`src/rtl/reg_file_2r_clr_pkg.sv`:
```
// Shared constants for the clearable two-read-port register file.
package reg_file_2r_clr_pkg;

  // FSM state encodings for the clear sweep controller.
  localparam logic [0:0] ST_CLEAR = 1'b0;
  localparam logic [0:0] ST_IDLE  = 1'b1;

  // Returns 1 when the given state is the sweep state.
  function automatic logic is_clear_state(input logic [0:0] st);
    return (st == ST_CLEAR);
  endfunction

endpackage

```
`src/rtl/reg_file_2r_clr_sweep_fsm.sv`:
```
// Clear sweep controller: walks every entry once, writing INIT, after reset or clr.
module clr_sweep_fsm
  import reg_file_2r_clr_pkg::*;
#(
  parameter int W = 2
) (
  input  logic         clk,
  input  logic         reset,
  input  logic         clr,
  output logic         busy,
  output logic         sweep_we,
  output logic [W-1:0] sweep_addr
);

  localparam logic [W-1:0] LAST_ADDR = {W{1'b1}};

  logic [0:0]   state_r;
  logic [0:0]   state_nxt_s;
  logic [W-1:0] cnt_r;
  logic [W-1:0] cnt_nxt_s;
  logic         busy_s;

  // State and sweep counter registers; reset restarts the sweep from entry 0.
  always_ff @(posedge clk or posedge reset) begin
    if (reset) begin
      state_r <= ST_CLEAR;
      cnt_r   <= {W{1'b0}};
    end else begin
      state_r <= state_nxt_s;
      cnt_r   <= cnt_nxt_s;
    end
  end

  // Next-state logic: finish after the last entry, clr only honoured when idle.
  always_comb begin
    state_nxt_s = state_r;
    cnt_nxt_s   = cnt_r;
    case (state_r)
      ST_CLEAR: begin
        cnt_nxt_s = cnt_r + W'(1'b1);
        if (cnt_r == LAST_ADDR) begin
          state_nxt_s = ST_IDLE;
        end else begin
          state_nxt_s = ST_CLEAR;
        end
      end
      ST_IDLE: begin
        if (clr) begin
          state_nxt_s = ST_CLEAR;
          cnt_nxt_s   = {W{1'b0}};
        end else begin
          state_nxt_s = ST_IDLE;
          cnt_nxt_s   = cnt_r;
        end
      end
      default: begin
        state_nxt_s = ST_CLEAR;
        cnt_nxt_s   = {W{1'b0}};
      end
    endcase
  end

  // Output decode taken purely from the state/counter registers.
  always_comb begin
    busy_s = is_clear_state(state_r);
  end

  assign busy       = busy_s;
  assign sweep_we   = busy_s;
  assign sweep_addr = cnt_r;

endmodule

```
`src/rtl/reg_file_2r_clr.sv`:
```
// Register file with one write port, two registered write-first read ports,
// and a self-clearing sweep that loads INIT into every entry.
module reg_file_2r_clr
  import reg_file_2r_clr_pkg::*;
#(
  parameter int             B    = 8,
  parameter int             W    = 2,
  parameter logic [B-1:0]   INIT = {B{1'b0}}
) (
  input  logic         clk,
  input  logic         reset,
  input  logic         clr,
  input  logic         wr_en,
  input  logic [W-1:0] w_addr,
  input  logic [B-1:0] w_data,
  input  logic [W-1:0] r_addr0,
  input  logic [W-1:0] r_addr1,
  output logic [B-1:0] r_data0,
  output logic [B-1:0] r_data1,
  output logic         busy
);

  localparam int DEPTH = 1 << W;

  logic [B-1:0] mem_r [0:DEPTH-1];
  logic [B-1:0] r_data0_r;
  logic [B-1:0] r_data1_r;

  logic         busy_s;
  logic         sweep_we_s;
  logic [W-1:0] sweep_addr_s;

  logic         user_we_s;
  logic         mem_we_s;
  logic [W-1:0] mem_waddr_s;
  logic [B-1:0] mem_wdata_s;
  logic         hit0_s;
  logic         hit1_s;

  clr_sweep_fsm #(
    .W (W)
  ) u_sweep (
    .clk        (clk),
    .reset      (reset),
    .clr        (clr),
    .busy       (busy_s),
    .sweep_we   (sweep_we_s),
    .sweep_addr (sweep_addr_s)
  );

  // Write mux: the sweep owns the array; a user write needs idle and no clr.
  always_comb begin
    user_we_s = 1'b0;
    if (!busy_s && !clr && wr_en) begin
      user_we_s = 1'b1;
    end else begin
      user_we_s = 1'b0;
    end
    if (sweep_we_s) begin
      mem_we_s    = 1'b1;
      mem_waddr_s = sweep_addr_s;
      mem_wdata_s = INIT;
    end else begin
      mem_we_s    = user_we_s;
      mem_waddr_s = w_addr;
      mem_wdata_s = w_data;
    end
    hit0_s = user_we_s && (w_addr == r_addr0);
    hit1_s = user_we_s && (w_addr == r_addr1);
  end

  // Storage array; entries are initialised by the sweep, not by reset.
  always_ff @(posedge clk) begin
    if (mem_we_s) begin
      mem_r[mem_waddr_s] <= mem_wdata_s;
    end
  end

  // Read registers: INIT while sweeping, else write-first bypass or array data.
  always_ff @(posedge clk or posedge reset) begin
    if (reset) begin
      r_data0_r <= INIT;
      r_data1_r <= INIT;
    end else if (busy_s) begin
      r_data0_r <= INIT;
      r_data1_r <= INIT;
    end else begin
      r_data0_r <= hit0_s ? w_data : mem_r[r_addr0];
      r_data1_r <= hit1_s ? w_data : mem_r[r_addr1];
    end
  end

  assign r_data0 = r_data0_r;
  assign r_data1 = r_data1_r;
  assign busy    = busy_s;

endmodule
```
`config.mk`:
```
export PLATFORM = sky130hd
export DESIGN_NAME = reg_file_2r_clr
export DESIGN_NICKNAME = d
export VERILOG_FILES = /design/src/rtl/reg_file_2r_clr_pkg.sv /design/src/rtl/reg_file_2r_clr_sweep_fsm.sv /design/src/rtl/reg_file_2r_clr.sv
export SDC_FILE = /design/constraint.sdc
export NUM_CORES = 1
export LEC_CHECK = 0
export CAP_MARGIN = 20
export CORE_ASPECT_RATIO = 1.75
export CORE_MARGIN = 1
export CORE_UTILIZATION = 24
export DETAILED_ROUTE_END_ITERATION = 8
export SYNTH_ARGS = -nofsm -noshare
export SYNTH_HDL_FRONTEND = slang
export SYNTH_HIERARCHICAL = 1
export SYNTH_SLANG_ARGS = --single-unit
```
`constraint.sdc`:
```
create_clock -name clk -period 3 [get_ports clk]
set_input_delay 0.6 -clock clk [delete_from_list [all_inputs] [get_ports clk]]
set_output_delay 0.6 -clock clk [all_outputs]
set_load 0.03 [all_outputs]
```
==> flow_metrics.tcl, run 1 <==
set metrics [dict create \
    cp-end-kind "flop" \
    grt_max_degree 33 \
    cts_buffers 5 \
    grt_use_total 0.105 \
    yosys_register_bits 51 \
    worst_r2r_endpoint "mem_r[0][2]$_DFFE_PP_" \
    critPathKind "input pin to flop" \
    htree_levels 2 \
    ys_top_cells_by_count "32 x edfxtp_1, 19 x dfrtp_1, 16 x a21oi_1, 16 x nand4_1, 16 x o31ai_1" \
    yosysTopAreaCellShare 0.377 \
    nFillCells 1030 \
    post_cts.repair.setup_buffers 0 \
    clock_sinks 51 \
    die_area_um2 11100 \
    synthesis.instances 168 \
    top_layer "met4" \
    setup_viol 0 \
    final_nets 231 \
    wl_met2_um 3170 \
    final-hold-violation-count 0 \
    antenna_found_initial 0 \
    whs_ps 501 \
    synth_seq_area_share 0.563 \
    num_rows 49 \
    hp-class "input pin to async pin" \
    seq_area_um2 1440 \
    synth_ff_type "edfxtp_1" \
    wl_per_cell_um 15.7 \
    ant_nets 0 \
    clk_latency_ps 290 \
    wl_met1_um 1730 \
    tns_ps 0 \
    p_int_mw 1.73 \
    fmax_mhz 456 \
    clockBufferDepth 2 \
    first_pass_iters 4 \
    synth_edf_count 32 \
    yosys_warnings 6 \
    grt_pass1_vias 1681 \
    cp-startpoint "r_addr0[0]" \
    ir_drop_v 0.000278 \
    die-width_um 79.9 \
    comb_power_share 0.340 \
    grt_pass1_wl_um 8540 \
    path_delay_family "buffers and inverters" \
    fin_skew_ps 6.31 \
    startpoint_type "input pin" \
    drv_slew 0 \
    switchingPower_mw 0.825 \
    fp.dieH_um 138 \
    slew_headroom 0.596 \
    root_buffer "clkbuf_16" \
    rsz0062_at_grt "false" \
    n_antenna_cell 0 \
    drive_gt1_frac 0.174 \
    tightest_slew_ps 604 \
    async_flop_share 0.373 \
    ff2ff_path_depth 4 \
    path_clk_slew_ps 60 \
    cpPeakStageDelay_ps 850 \
    grt_remaining_overflow 0 \
    vias_per_cell 4.84 \
    synth_top_cell_by_area "edfxtp_1" \
    synth_most_common_cell "edfxtp_1" \
    port_buffers 34 \
    synth_area_um2 2550 \
    gp_congestion 0.771 \
    clkPwrFrac 0.217 \
    maxCapViolCount 0 \
    reg2reg_from "u_sweep/state_r$_DFF_PP0_" \
    synth.distinct_cells 31 \
    switching_share 0.323 \
    ioPinCount 35 \
    syn_to_final_growth_pct 23.9 \
    min_period_ps 2190 \
    p_per_area_nw_per_um2 809 \
    ctsResizeCount 0 \
    wl_met3_um 213 \
    avgSynthCellArea_um2 15.2 \
    postCtsHoldBufs 0 \
    multiInputGateArea_um2 951 \
    crit_path_end "r_data0[3]$_DFF_PP0_" \
    vias 1645 \
    worst-r2r-setup-slack_ps 1160 \
    critPathBufInv 1 \
    power_leakage_nw 1.11 \
    crit_chain "clkdlybuf4s50_1, mux4_4, o31ai_1, a21oi_1" \
    crit_cells 4 \
    slowest_stage "clkdlybuf4s50_1" \
    path_max_fanout 10 \
    initial_utilization 0.248 \
    synth_top_cells_by_area "edfxtp_1 38%, dfrtp_1 19%, mux4_2 6.2%" \
    fin_crit_sh 0.730 \
    drc 0 \
    core_um2 10300 \
    cts_tree "yes" \
    dr.first_iter.drc_count 91 \
    crit_arrival_ps 2360 \
    synth_fp_nets 187 \
    pwr-share-seq 0.443 \
    status "completed" \
    wl_um 5330 \
    cp.required_ps 3170 \
    place.detailed.hpwl_um 4190 \
]
cells by family (layout without fill, tap and decap cells):
group                    after synthesis  in the layout  share of synthesized area
flip-flops                            51             51                      0.563
AO/OA/AOI/OAI                         39             39                     0.0976
AND/OR/NAND/NOR                       37             37                     0.0908
multiplexers                          16             16                      0.152
buffers and inverters                 16             61                     0.0638
XOR/XNOR                               8              8                     0.0275
adder cells (fa/ha/maj)                1              1                    0.00491
cell usage in the layout (no fill, tap or decap), drive strengths merged, types with 2 or more instances in the layout:
master,n
o31ai,16
dfrtp,19
nand4,16
a21oi,16
mux4,16
nand3b,3
clkinv,2
xor2,4
nor2b,8
inv,4
nand3,2
buf,16
edfxtp,32
xnor2,4
nand2,3
clkdlybuf4s50,34
clkbuf,5
o21ai,4
layout make-up:
cell class	count	share of cell area
Multi-Input combinational cell	101	0.301
Clock inverter	3	0.00554
Timing Repair Buffer	50	0.146
Clock buffer	5	0.0396
Sequential cell	51	0.454
Tap cell	127	0.0503
Inverter	3	0.00356
per-layer routing:
layer  track usage  vias to the layer above
li1              -                      765
met2         0.197                       51
met1        0.0978                      811
met4        0.0686                        0
met3        0.0211                       18
met5             0                        -
registers in the layout, summed over array words and instances, names as in the netlist:
| register | count |
|---|---|
| r_data1 | 8 |
| mem_r | 32 |
| u_sweep/state_r | 1 |
| r_data0 | 8 |
| u_sweep/sweep_addr | 2 |
power groups by stage:
stage | clock network [mW] | logic, mW | registers (mW)
finish | 0.555 | 0.870 | 1.13
global route | 0.595 | 0.947 | 1.16
CTS | 0.570 | 0.883 | 1.14
detailed placement | 0 | 0.880 | 1.15
global placement | 0 | 0.872 | 1.14
floorplan | 0 | 0.490 | 1.24
metrics by stage:
step	util	worst slack (ps)	area, um^2	cells	total power [mW]
after floorplan	-	604	2550	168	1.73
after global placement	0.293	478	3020	332	2.01
after detailed placement	0.293	466	3020	332	2.03
after CTS	0.307	782	3160	340	2.59
after global routing	0.307	687	3160	340	2.70
final	0.307	809	3160	340	2.56
worst min path at each step:
stage	from	to	slack, ps	depth (start not counted)
2_1_floorplan	reset	u_sweep/state_r$_DFF_PP0_	350	1
3_3_place_gp	u_sweep/state_r$_DFF_PP0_	u_sweep/sweep_addr[0]$_DFFE_PP0P_	490	1
3_5_place_dp	u_sweep/state_r$_DFF_PP0_	u_sweep/sweep_addr[0]$_DFFE_PP0P_	510	1
4_1_cts	reset	u_sweep/sweep_addr[0]$_DFFE_PP0P_	500	2
5_1_grt	reset	u_sweep/sweep_addr[1]$_DFFE_PP0P_	520	2
6_report	reset	u_sweep/sweep_addr[0]$_DFFE_PP0P_	500	2
Power figures use the tool's default switching activity.
==> run 2, diff against run 1 <==
==> constraint.sdc (replaced) <==
create_clock -name clk -period 1.8 [get_ports clk]
set_input_delay 0.36 -clock clk [delete_from_list [all_inputs] [get_ports clk]]
set_output_delay 0.36 -clock clk [all_outputs]
set_load 0.03 [all_outputs]
==> flow_metrics.tcl, run 2 (same netlist as run 1, synthesis figures left out) <==
set metrics [dict create \
    path_clk_slew_ps 60 \
    cpPeakStageDelay_ps 650 \
    startpoint_type "input pin" \
    rsz0062_at_grt "true" \
    die-width_um 79.9 \
    initial_utilization 0.248 \
    drv_slew 0 \
    finalWorstSetupSlack_ps 50.9 \
    ant_nets 0 \
    clk_latency_ps 290 \
    maxCapViolCount 0 \
    fmax_mhz 572 \
    wl_per_cell_um 16.7 \
    postCtsHoldBufs 0 \
    crit_chain "clkdlybuf4s50_1, buf_12, mux4_4, o31ai_2, a21oi_1" \
    largest_register_ffs 32 \
    final_cells 352 \
    wl_um 5890 \
    postLayoutCoreUtil 0.329 \
    total_power_mw 4.58 \
    grt_pass1_wl_um 9490 \
    first_pass_iters 4 \
    fin_skew_ps 6.99 \
    critPathKind "input pin to flop" \
    grt_use_total 0.116 \
    path_max_fanout 10 \
    dpl_worst_slack_ps -250 \
    port_buffers 34 \
    cts_tree "yes" \
    final_nets 243 \
    status "completed" \
    path_delay_family "buffers and inverters" \
    slew_headroom 0.572 \
    cp-end-kind "flop" \
    n_antenna_cell 0 \
    drc 0 \
    place.detailed.hpwl_um 4660 \
    dp_cells 344 \
    critPathBufInv 2 \
    dr.first_iter.drc_count 92 \
    cts_buffers 5 \
    core_um2 10300 \
    clockBufferDepth 2 \
    crit_arrival_ps 1910 \
    min_period_ps 1750 \
    most-common-layout-cells "33 x clkdlybuf4s50_1, 32 x edfxtp_1, 24 x buf_4" \
    die_area_um2 11100 \
    power_leakage_nw 1.21 \
    fin_crit_sh 0.972 \
    vias 1737 \
    hp-class "input pin to async pin" \
    grt_pass1_vias 1842 \
    clock_sinks 51 \
    num_rows 49 \
    htree_levels 2 \
    slowest_stage "mux4_4" \
    tightest_slew_ps 640 \
    setup_viol 0 \
    drive_gt1_frac 0.253 \
    regMostFlops "mem_r" \
    root_buffer "clkbuf_16" \
    p_per_area_nw_per_um2 1350 \
    vias_per_cell 4.93 \
    ir_drop_v 0.000572 \
    ioPinCount 35 \
    gp_congestion 0.851 \
    antenna_found_initial 0 \
    final-hold-violation-count 0 \
    cp.required_ps 1960 \
    fp.dieH_um 138 \
    whs_ps 292 \
    grt_remaining_overflow 0 \
    final_common_cell "clkdlybuf4s50_1" \
    grt_max_degree 35 \
    syn_to_final_growth_pct 32.9 \
]
[run 2: cell types whose count changed in the layout (fill, tap and decap cells not counted), sizes merged]
cell	change
buf	+13
inv	-1
clkdlybuf4s50	-1
bufinv	+1
[run 2: report_power, final]
group	switching (mW)	internal, mW	leakage (nW)	total [mW]
clock network	0.376	0.647	0.0812	1.02
registers	0.187	1.72	0.559	1.91
logic	0.878	0.771	0.566	1.65
total	1.44	3.14	1.21	4.58
[run 2: worst paths after layout]
path / startpoint / end / slack [ps] / cells after the start
worst max-delay path: r_addr0[0] / r_data0[3]$_DFF_PP0_ / 50 / 5
worst min-delay path: reset / u_sweep/state_r$_DFF_PP0_ / 290 / 2
worst max register to register: u_sweep/state_r$_DFF_PP0_ / r_data0[7]$_DFF_PP0_ / 70 / 5
worst min register to register: u_sweep/state_r$_DFF_PP0_ / u_sweep/sweep_addr[0]$_DFFE_PP0P_ / 530 / 1
max in group asynchronous: reset / r_data0[1]$_DFF_PP0_ / 1200 / 3
min in group clk: u_sweep/state_r$_DFF_PP0_ / u_sweep/sweep_addr[0]$_DFFE_PP0P_ / 530 / 1
[run 2: what timing repair did]
item / 4_1_cts / 5_1_grt
gates resized for setup: 0 / 6
buffers inserted: 0 / 0
setup endpoints to repair: 0 / 11
[run 2: per-layer routing]
metal  vias to the layer above  GRT usage  wire length, um
met1                       884      0.105             1850
met4                         0     0.0658              225
met2                        54      0.224             3600
met5                         -          0                0
li1                        785          -                -
met3                        14     0.0284              217
[run 2: through the flow]
step                TNS [ps]  instance area (um^2)
floorplan              -9500                  2570
global placement       -7180                  3190
detailed placement     -7150                  3190
CTS                        0                  3350
global route           -48.0                  3390
finish                     0                  3390
[run 2: worst reg2reg max path, cell delays in order, from the launching register on]
cell     delay, ps
dfrtp_1        390
inv_1          110
or3b_1         430
buf_4          220
o31ai_1        330
a21oi_1        120
[run 2: area by class of cell]
cell class                      count  area [um^2]
Clock inverter                      3         38.8
Fill cell                         983         6910
Clock buffer                        5          125
Multi-Input combinational cell    101         1010
Tap cell                          127          159
Timing Repair Buffer               62          611
Sequential cell                    51         1440
Inverter                            3         11.3
==> run 3, diff against run 2 <==
--- a/config.mk
+++ b/config.mk
@@ -8,8 +8,10 @@
 export CAP_MARGIN = 20
 export CORE_ASPECT_RATIO = 1.75
 export CORE_MARGIN = 1
-export CORE_UTILIZATION = 24
+export CORE_UTILIZATION = 45
 export DETAILED_ROUTE_END_ITERATION = 8
+export PLACE_DENSITY = 0.68
+export REMOVE_ABC_BUFFERS = 1
 export SYNTH_ARGS = -nofsm -noshare
 export SYNTH_HDL_FRONTEND = slang
 export SYNTH_HIERARCHICAL = 1
==> constraint.sdc (replaced) <==
create_clock -name clk -period 2 [get_ports clk]
set_input_delay 0.4 -clock clk [delete_from_list [all_inputs] [get_ports clk]]
set_output_delay 0.4 -clock clk [all_outputs]
set_load 0.03 [all_outputs]
==> flow_metrics.tcl, run 3 (same netlist as run 1, synthesis figures left out) <==
set metrics [dict create \
    status "completed" \
    cp-startpoint "u_sweep/state_r$_DFF_PP0_" \
    port_buffers 34 \
    htree_levels 2 \
    drive_gt1_frac 0.194 \
    critPathKind "flop to output port" \
    grt_use_total 0.201 \
    p_int_mw 2.41 \
    switchingPower_mw 1.22 \
    rsz0062_at_grt "false" \
    fmax_mhz 523 \
    root_buffer "clkbuf_8" \
    dpl_worst_slack_ps -119 \
    dp_cells 282 \
    num_rows 35 \
    ioPinCount 35 \
    finalWorstSetupSlack_ps 86.5 \
    syn_to_final_growth_pct 21.1 \
    final_cells 290 \
    stdcell_area_um2 3090 \
    most-common-layout-cells "33 x clkdlybuf4s50_1, 32 x edfxtp_1, 19 x dfrtp_1" \
    die_area_um2 5980 \
    fin_crit_sh 0.957 \
    postCtsHoldBufs 0 \
    tightest_slew_ps 688 \
    wl_per_cell_um 18.5 \
    min_period_ps 1910 \
    vias_per_cell 5.88 \
    clk_latency_ps 300 \
    nFillCells 457 \
    power_leakage_nw 1.11 \
    fp.dieH_um 102 \
    wl_um 5360 \
    grt_pass1_vias 1854 \
    final-hold-violation-count 0 \
    place.detailed.hpwl_um 4220 \
    tns_ps 0 \
    crit_arrival_ps 1510 \
    hp-class "input pin to async pin" \
    dr.first_iter.drc_count 41 \
    first_pass_iters 7 \
    drv_slew 0 \
    maxCapViolCount 0 \
    final_common_cell "clkdlybuf4s50_1" \
    pwr-share-seq 0.471 \
    total_power_mw 3.63 \
    grt_max_degree 34 \
    setup_viol 0 \
    p_per_area_nw_per_um2 1180 \
    ir_drop_v 0.000884 \
    ff2ff_path_depth 5 \
    antenna_found_initial 0 \
    path_max_fanout 33 \
    grt_pass1_wl_um 8790 \
    comb_power_share 0.374 \
    cp.required_ps 1600 \
    cts_tree "yes" \
    multiInputGateArea_um2 958 \
    path_clk_slew_ps 90 \
    startpoint_type "flop" \
    n_antenna_cell 0 \
    reg2reg_from "u_sweep/state_r$_DFF_PP0_" \
    ant_nets 0 \
    grt_remaining_overflow 0 \
    final_nets 234 \
    vias 1705 \
    die-width_um 58.9 \
    slew_headroom 0.540 \
    regMostFlops "mem_r" \
    placed_area_um2 3000 \
    initial_utilization 0.477 \
    seq_area_um2 1440 \
    fin_skew_ps 5.78 \
    clkPwrFrac 0.156 \
    switching_share 0.337 \
    cts_buffers 5 \
    drc 0 \
    largest_register_ffs 32 \
    cp-end-kind "output port" \
    core_um2 5340 \
    gp_congestion 0.805 \
    clock_sinks 51 \
    clockBufferDepth 2 \
]
run 3: power groups by stage:
stage,logic [mW],clock network [mW],registers [mW]
6_report,1.36,0.566,1.71
5_1_grt,1.45,0.610,1.76
4_1_cts,1.36,0.576,1.71
3_5_place_dp,1.36,0,1.74
3_3_place_gp,1.32,0,1.70
2_1_floorplan,0.640,0,1.85
run 3: what timing repair did:
item / 4_1_cts / 5_1_grt
buffers inserted: 0 / 0
endpoints found under the setup margin: 0 / 1
resized for setup: 0 / 1
run 3: stage by stage:
| stage | util | hold slack (ps) |
|---|---|---|
| floorplan | - | 154 |
| global placement | 0.561 | 497 |
| detailed placement | 0.561 | 526 |
| CTS | 0.577 | 338 |
| global route | 0.578 | 368 |
| finish | 0.578 | 339 |
run 3: final cells by class:
cell class	count	share of cell area
repair buffers	53	0.164
clock inverters	2	0.00405
inverters	3	0.00365
multi-input cells	101	0.310
clock buffers	6	0.0235
well taps	74	0.0300
flip-flops and latches	51	0.465
run 3: path summary, 6_finish.rpt:
check | endpoint | slack, ps
worst max-delay path | busy | 90
worst min register to register | u_sweep/sweep_addr[0]$_DFFE_PP0P_ | 530
worst min-delay path | u_sweep/sweep_addr[0]$_DFFE_PP0P_ | 340
worst max register to register | mem_r[1][0]$_DFFE_PP_ | 280
max in group asynchronous | r_data0[6]$_DFF_PP0_ | 1090
min in group clk | u_sweep/sweep_addr[0]$_DFFE_PP0P_ | 530
run 3: metal layers:
metal  vias up  GRT usage  wire [um]
li1        767          -          -
met1       858      0.208       1900
met2        65      0.377       3070
met3        15     0.0307        236
met4         0      0.106        151
met5         -          0          0
run 3: worst max-delay path: stages (launching register included):
cell     delay (ps)
dfrtp_1         420
inv_1           170
buf_4           370
buf_4           230
